File: src/rtl/riscv_pkg.sv
// Shared types for the CSR/system sideband pipeline: system-instruction class,
// writeback select, the per-stage payload struct and its bubble value.
package riscv_pkg;

  typedef enum logic [2:0] {
    NO_SYS      = 3'd0,
    SYS_ECALL   = 3'd1,
    SYS_EBREAK  = 3'd2,
    SYS_MRET    = 3'd3,
    SYS_WFI     = 3'd4,
    SYS_FENCE_I = 3'd5
  } exc_t;

  typedef enum logic [1:0] {
    RESULT_ALU = 2'd0,
    RESULT_MEM = 2'd1,
    RESULT_PC4 = 2'd2,
    RESULT_CSR = 2'd3
  } result_src_e;

  localparam logic [31:0] NOP_WORD = 32'h0000_0013;

  typedef struct packed {
    logic        valid;
    logic [31:0] instr;
    logic        csr_read;
    logic        csr_write;
    exc_t        sys;
    result_src_e result_src;
  } csr_stage_t;

  localparam csr_stage_t CSR_STAGE_BUBBLE = '{
    valid:      1'b0,
    instr:      NOP_WORD,
    csr_read:   1'b0,
    csr_write:  1'b0,
    sys:        NO_SYS,
    result_src: RESULT_ALU
  };

  // Bubble with a caller-chosen NOP encoding (the top can override the word).
  function automatic csr_stage_t csr_bubble(input logic [31:0] nop);
    csr_stage_t b;
    b       = CSR_STAGE_BUBBLE;
    b.instr = nop;
    return b;
  endfunction

  function automatic logic csr_active(input csr_stage_t s);
    return s.valid & (s.csr_read | s.csr_write);
  endfunction

endpackage

File: src/rtl/pipe_stage.sv
// One generic pipeline register: flush beats stall, stall holds, bubble_i
// replaces the upstream payload with BUBBLE, otherwise d_i is loaded.
module pipe_stage #(
  parameter type T      = logic [31:0],
  parameter T    BUBBLE = T'('0)
) (
  input  logic clk_i,
  input  logic rst_i,
  input  logic stall_i,
  input  logic flush_i,
  input  logic bubble_i,
  input  T     d_i,
  output T     q_o
);

  T q_q;
  T q_d;

  always_comb begin
    q_d = q_q;
    if (flush_i) begin
      q_d = BUBBLE;
    end else if (!stall_i) begin
      q_d = bubble_i ? BUBBLE : d_i;
    end
  end

  always_ff @(posedge clk_i or posedge rst_i) begin
    if (rst_i) begin
      q_q <= BUBBLE;
    end else begin
      q_q <= q_d;
    end
  end

  assign q_o = q_q;

endmodule

File: src/rtl/csr_sys_pipe.sv
// Decode-to-writeback register chain for instruction words and CSR/system
// sideband. Optional CSR_SYS_PIPE_PERF_EN adds retired/bubble counters.
module csr_sys_pipe
  import riscv_pkg::*;
#(
  parameter int          NSTAGES      = 3,
  parameter int          XLEN         = 32,
  parameter int          CSR_RD_STAGE = 1,
  parameter logic [31:0] NOP_INSTR    = 32'h0000_0013
) (
  input  logic                               clk_i,
  input  logic                               rst_i,
  input  logic                               valid_i,
  input  logic [31:0]                        instr_i,
  input  logic                               csr_read_i,
  input  logic                               csr_write_i,
  input  exc_t                               sys_instr_i,
  input  result_src_e                        result_src_i,
  input  logic [NSTAGES-1:0]                 stall_i,
  input  logic [NSTAGES-1:0]                 flush_i,
  input  logic [XLEN-1:0]                    csr_rdata_i,
  output logic [NSTAGES-1:0]                 valid_o,
  output logic [NSTAGES-1:0]                 csr_read_o,
  output logic [NSTAGES-1:0]                 csr_write_o,
  output logic [NSTAGES-1:0][31:0]           instr_o,
  output exc_t [NSTAGES-1:0]                 sys_instr_o,
  output result_src_e [NSTAGES-1:0]          result_src_o,
  output logic [XLEN-1:0]                    csr_rdata_o,
  output logic [$clog2(NSTAGES+1)-1:0]       csr_inflight_o
`ifdef CSR_SYS_PIPE_PERF_EN
  ,
  output logic [63:0]                        retired_o,
  output logic [63:0]                        bubbles_o
`endif
);

  localparam int              NCSR   = NSTAGES - 1 - CSR_RD_STAGE;
  localparam int              CW     = $clog2(NSTAGES + 1);
  localparam logic [CW-1:0]   CNT_ONE = CW'(1);
  localparam csr_stage_t      BUBBLE = csr_bubble(NOP_INSTR);

  csr_stage_t         in_stage;
  csr_stage_t         stage_d [NSTAGES];
  csr_stage_t         stage_q [NSTAGES];
  logic [NSTAGES-1:0] ins_bubble;

  assign in_stage = '{
    valid:      1'b1,
    instr:      instr_i,
    csr_read:   csr_read_i,
    csr_write:  csr_write_i,
    sys:        sys_instr_i,
    result_src: result_src_i
  };

  // A held upstream stage (or an idle decode) feeds a bubble downstream so
  // nothing is duplicated while the stalled stage keeps its copy.
  genvar gi;
  generate
    for (gi = 0; gi < NSTAGES; gi++) begin : g_stage
      if (gi == 0) begin : g_head
        assign stage_d[gi]    = in_stage;
        assign ins_bubble[gi] = ~valid_i;
      end else begin : g_body
        assign stage_d[gi]    = stage_q[gi-1];
        assign ins_bubble[gi] = stall_i[gi-1];
      end

      pipe_stage #(
        .T      (csr_stage_t),
        .BUBBLE (BUBBLE)
      ) u_stage (
        .clk_i    (clk_i),
        .rst_i    (rst_i),
        .stall_i  (stall_i[gi]),
        .flush_i  (flush_i[gi]),
        .bubble_i (ins_bubble[gi]),
        .d_i      (stage_d[gi]),
        .q_o      (stage_q[gi])
      );

      assign valid_o[gi]      = stage_q[gi].valid;
      assign instr_o[gi]      = stage_q[gi].instr;
      assign csr_read_o[gi]   = stage_q[gi].csr_read;
      assign csr_write_o[gi]  = stage_q[gi].csr_write;
      assign sys_instr_o[gi]  = stage_q[gi].sys;
      assign result_src_o[gi] = stage_q[gi].result_src;
    end
  endgenerate

  // CSR read data rides alongside stages CSR_RD_STAGE+1 .. NSTAGES-1.
  logic [XLEN-1:0] data_d [NCSR];
  logic [XLEN-1:0] data_q [NCSR];
  logic [NCSR-1:0] data_bubble;

  generate
    for (gi = 0; gi < NCSR; gi++) begin : g_csr_data
      if (gi == 0) begin : g_capture
        assign data_d[gi]      = csr_rdata_i;
        assign data_bubble[gi] = stall_i[CSR_RD_STAGE];
      end else begin : g_forward
        assign data_d[gi]      = data_q[gi-1];
        assign data_bubble[gi] = stall_i[CSR_RD_STAGE+gi];
      end

      pipe_stage #(
        .T      (logic [XLEN-1:0]),
        .BUBBLE ('0)
      ) u_data (
        .clk_i    (clk_i),
        .rst_i    (rst_i),
        .stall_i  (stall_i[CSR_RD_STAGE+1+gi]),
        .flush_i  (flush_i[CSR_RD_STAGE+1+gi]),
        .bubble_i (data_bubble[gi]),
        .d_i      (data_d[gi]),
        .q_o      (data_q[gi])
      );
    end
  endgenerate

  assign csr_rdata_o = data_q[NCSR-1];

  logic [CW-1:0] inflight_d;

  always_comb begin
    inflight_d = '0;
    for (int i = 0; i < NSTAGES; i++) begin
      if (csr_active(stage_q[i])) begin
        inflight_d = inflight_d + CNT_ONE;
      end
    end
  end

  assign csr_inflight_o = inflight_d;

`ifdef CSR_SYS_PIPE_PERF_EN
  logic [63:0] retired_q, retired_d;
  logic [63:0] bubbles_q, bubbles_d;

  always_comb begin
    retired_d = retired_q;
    bubbles_d = bubbles_q;
    if (stage_q[NSTAGES-1].valid && !stall_i[NSTAGES-1]) begin
      retired_d = retired_q + 64'd1;
    end
    if (!stage_q[NSTAGES-1].valid) begin
      bubbles_d = bubbles_q + 64'd1;
    end
  end

  always_ff @(posedge clk_i or posedge rst_i) begin
    if (rst_i) begin
      retired_q <= '0;
      bubbles_q <= '0;
    end else begin
      retired_q <= retired_d;
      bubbles_q <= bubbles_d;
    end
  end

  assign retired_o = retired_q;
  assign bubbles_o = bubbles_q;
`endif

endmodule
File: config.mk
export PLATFORM = sky130hd
export DESIGN_NAME = csr_sys_pipe
export DESIGN_NICKNAME = d
export VERILOG_FILES = /design/src/rtl/riscv_pkg.sv /design/src/rtl/pipe_stage.sv /design/src/rtl/csr_sys_pipe.sv
export SDC_FILE = /design/constraint.sdc
export NUM_CORES = 1
export LEC_CHECK = 0
export ABC_AREA = 1
export CAP_MARGIN = 20
export CORE_MARGIN = 1
export CORE_UTILIZATION = 49
export CTS_CLUSTER_DIAMETER = 30
export DETAILED_ROUTE_END_ITERATION = 12
export PLACE_DENSITY_LB_ADDON = 0.15
export REMOVE_ABC_BUFFERS = 1
export SLEW_MARGIN = 25
export SYNTH_ARGS = -nofsm -noshare
export SYNTH_HDL_FRONTEND = slang
export SYNTH_HIERARCHICAL = 1
export SYNTH_SLANG_ARGS = --single-unit
File: constraint.sdc
create_clock -name clk_i -period 3.9 [get_ports clk_i]
set_clock_uncertainty 0.2 [all_clocks]
set_input_delay 0.78 -clock clk_i [delete_from_list [all_inputs] [get_ports clk_i]]
set_output_delay 0.78 -clock clk_i [all_outputs]
set_load 0.03 [all_outputs]
==> flow_metrics.env <==
export IMPL_static_leakage_power_nw=4.945
export IMPL_period_needed_ns=3.114
export IMPL_clk_path_buf_depth=2
export IMPL_crit_chain="o21ai_2 > ha_1 > inv_1 > nand3_1 > nand2_1 > clkdlybuf4s50_1"
export IMPL_reg2reg_setup_slack_ns=2.88
export IMPL_dp_hpwl_mm=11.77
export IMPL_r2r_cells=4
export IMPL_worst_ir_drop_vdd_mv=0.2766
export IMPL_fill_cells=1098
export IMPL_cell_internal_pwr_mw=2.720
export IMPL_yosys_register_bits=152
export IMPL_detail_route_drc_violations=0
export IMPL_whs_ns=0.2666
export IMPL_hold_path_origin="g_stage[2].u_stage/q_o[17]$_DFFE_PP0P_"
export IMPL_multi_input_comb_area_sq_mm=0.002278
export IMPL_comb_power_share_pct=12.2
export IMPL_clkTransAtPathRegs_ns=0.06
export IMPL_numCtsBuffers=17
export IMPL_critical_path_endpoint_type="output port"
export IMPL_full_die_area_sq_mm=0.01433
export IMPL_max_slew_margin_vs_limit_pct=32.94
export IMPL_grt_overflow_total=0
export IMPL_slowest_stage="clkdlybuf4s50_1"
export IMPL_route_detailed_wl_per_inst_microns=15.49
export IMPL_start_kind="flop"
export IMPL_layout_common_cells="297 x nand2_1, 232 x clkdlybuf4s50_1, 145 x nand3_1, 143 x dfrtp_1, 47 x inv_1"
export IMPL_drt_initial_drc_count=453
export IMPL_worst_path_largest_cell_delay_ns=0.65
export IMPL_worst_ep_required_time_ns=2.92
export IMPL_routed_wirelength_mm=18.22
export IMPL_grt_usage_pct=27.03
export IMPL_gp_congestion=0.7775
export IMPL_netlist_cell_type_count=18
export IMPL_ctsHoldBuffers=0
export IMPL_core_sq_mm=0.01340
export IMPL_core_rowCount=42
export IMPL_power_net_switching_mw=0.9172
export IMPL_area_growth_synth_to_final_pct=39.47
export IMPL_vias=5894
export IMPL_min_path_type="reg2reg"
export IMPL_seq_area_frac_synth_pct=56.20
export IMPL_setup_viol_count_final=0
export IMPL_timing_hold_violations_final=0
export IMPL_achievable_frequency_ghz=0.3211
export IMPL_r2r_end="g_stage[2].u_stage/q_o[8]$_DFFE_PP1P_"
export IMPL_clock_network_power_share_pct=42.3
export IMPL_mostFrequentLayoutCell="nand2_1"
export IMPL_drt_pass1_iterations=5
export IMPL_timing_critical_path_arrival_ns=2.13
export IMPL_timing_setup_tns_ns=0
export IMPL_reg2reg_from="g_stage[1].u_stage/q_o[8]$_DFFE_PP1P_"
export IMPL_final_max_slew_violation_count=0
export IMPL_via_per_inst=5.012
export IMPL_cts_post_setup_buffers_inserted=0
export IMPL_cp_max_fo=4
export IMPL_post_place_ws_ns=1.188
export IMPL_critical_path_depth=6
export IMPL_htree_num_levels=4
export IMPL_grt_start_max_net_pins=65
export IMPL_synth_yosys_warnings=6
export IMPL_ctsResizeCount=0
export IMPL_die_x_extent_microns=119.7
export IMPL_number_of_antenna_violations_at_the_first_check_in_global_routing=0
export IMPL_cts_sinks=152
export IMPL_first_global_vias=5826
export IMPL_grt_first_pass_wirelength_mm=29.44
export IMPL_design_portCount=234
export IMPL_total_power_mw=3.637
export IMPL_clock_tree_from_tritoncts="done"
export IMPL_ff_latch_area_sq_mm=0.003815
export IMPL_root_buffer="clkbuf_16"
export IMPL_grt_setup_unrepaired="no"
export IMPL_proportion_of_layout_cells_with_a_drive_suffix_above_1_pct=9.500
export IMPL_synth_area_per_cell_sq_um=8.736
export IMPL_postLayoutCoreUtil_pct=70.64
export IMPL_fin_crit_share_pct=79.84
export IMPL_switching_share_pct=25.21
export IMPL_path_buf_inv=2
export IMPL_critPathTopFamily="buffers and inverters"
export IMPL_criticalPathCategory="reg2out"
export IMPL_clk_latency_ns=0.42
export IMPL_post_synth_inst_count=777
export IMPL_synthesis_area_sq_mm=0.006788
export IMPL_diodes=0
export IMPL_place_port_buffers=233
export IMPL_sequential_power_share_pct=45.5
export IMPL_run_status="finished, final reports clean"
export IMPL_final_antenna_net_count=0
export IMPL_starting_density_pct=50.65
export IMPL_die_height_microns=119.7
export IMPL_worst_hold_path_endpoint="g_stage[2].u_stage/q_o[17]$_DFFE_PP0P_"
export IMPL_holdPathStages=2
export IMPL_num_nets_final=1069
export IMPL_worst_slew_pin_transition_ns=1.003
export IMPL_p_per_area_mw_per_mm2=384.2
export IMPL_timing_final_ws_setup_ns=0.7861
export IMPL_max_cap_violations=0
cell families (layout without fill, tap and decap cells):
group	Yosys count	count (layout)	synth area share [%]
AO/OA/AOI/OAI	3	3	0.3318
adder cells (fa/ha/maj)	2	2	0.3686
buffers and inverters	108	331	10.23
flip-flops	152	152	56.20
other	1	1	0.05525
AND/OR/NAND/NOR	511	511	32.81
worst max-delay path by stage:
stage | startpoint | endpoint | slack, ns
after floorplan | g_stage[0].u_stage/q_o[5]$_DFFE_PP0P_ | csr_inflight_o[0] | 1.59
after global placement | g_stage[0].u_stage/q_o[5]$_DFFE_PP0P_ | csr_inflight_o[0] | 1.21
after detailed placement | stall_i[1] | g_stage[2].u_stage/q_o[37]$_DFFE_PP0P_ | 1.19
after CTS | g_stage[0].u_stage/q_o[5]$_DFFE_PP0P_ | csr_inflight_o[0] | 0.76
after global routing | g_stage[0].u_stage/q_o[5]$_DFFE_PP0P_ | csr_inflight_o[0] | 0.67
final | g_stage[0].u_stage/q_o[5]$_DFFE_PP0P_ | csr_inflight_o[0] | 0.79
state kept, by name, indices dropped and copies added (netlist names):
register	count
g_csr_data.u_data/q_o	32
g_stage.u_stage/q_o	120
power by group through the flow:
stage | logic (mW) | registers, mW | clock network [mW]
final | 0.444 | 1.66 | 1.54
after CTS | 0.450 | 1.65 | 1.57
after floorplan | 0.131 | 1.76 | 0
after global placement | 0.444 | 1.68 | 0
after global routing | 0.480 | 1.66 | 1.64
after detailed placement | 0.449 | 1.68 | 0
Yosys cell counts (all sizes together):
| library cell | number | area share, % |
|---|---|---|
| buf | 46 | 6.7 |
| conb | 1 | 0.055 |
| dfrtp | 143 | 53 |
| dfstp | 9 | 3.5 |
| ha | 2 | 0.37 |
| inv | 62 | 3.5 |
| nand2 | 330 | 20 |
| nand3 | 145 | 11 |
| nor2 | 36 | 2.4 |
| o21ai | 3 | 0.33 |
stage by stage:
stage | instance area [sq um] | std cells
2_1_floorplan | 6334 | 731
3_3_place_gp | 8911 | 1144
3_5_place_dp | 8911 | 1144
4_1_cts | 9465 | 1176
5_1_grt | 9467 | 1176
6_report | 9467 | 1176
tightest hold or removal path: stages, from the launching register on:
cell,delay (ns)
dfrtp_1,0.34
nand2_1,0.05
nand2_1,0.05
per-layer routing:
layer	up-vias	track usage [%]	part of all wire (%)
met1	2813	32.82	40
met5	-	0	0
met2	219	45.23	50
met3	38	7.652	7.1
li1	2824	-	-
met4	0	11.09	3.1
layout make-up:
type,instances,share of cell area (%)
Clock inverter,7,0.7269
Inverter,62,2.551
Multi-Input combinational cell,517,24.07
Tap cell,176,2.326
Timing Repair Buffer,237,24.90
Sequential cell,152,40.30
Clock buffer,25,5.128
No activity file was read; power rests on OpenSTA's default activity.
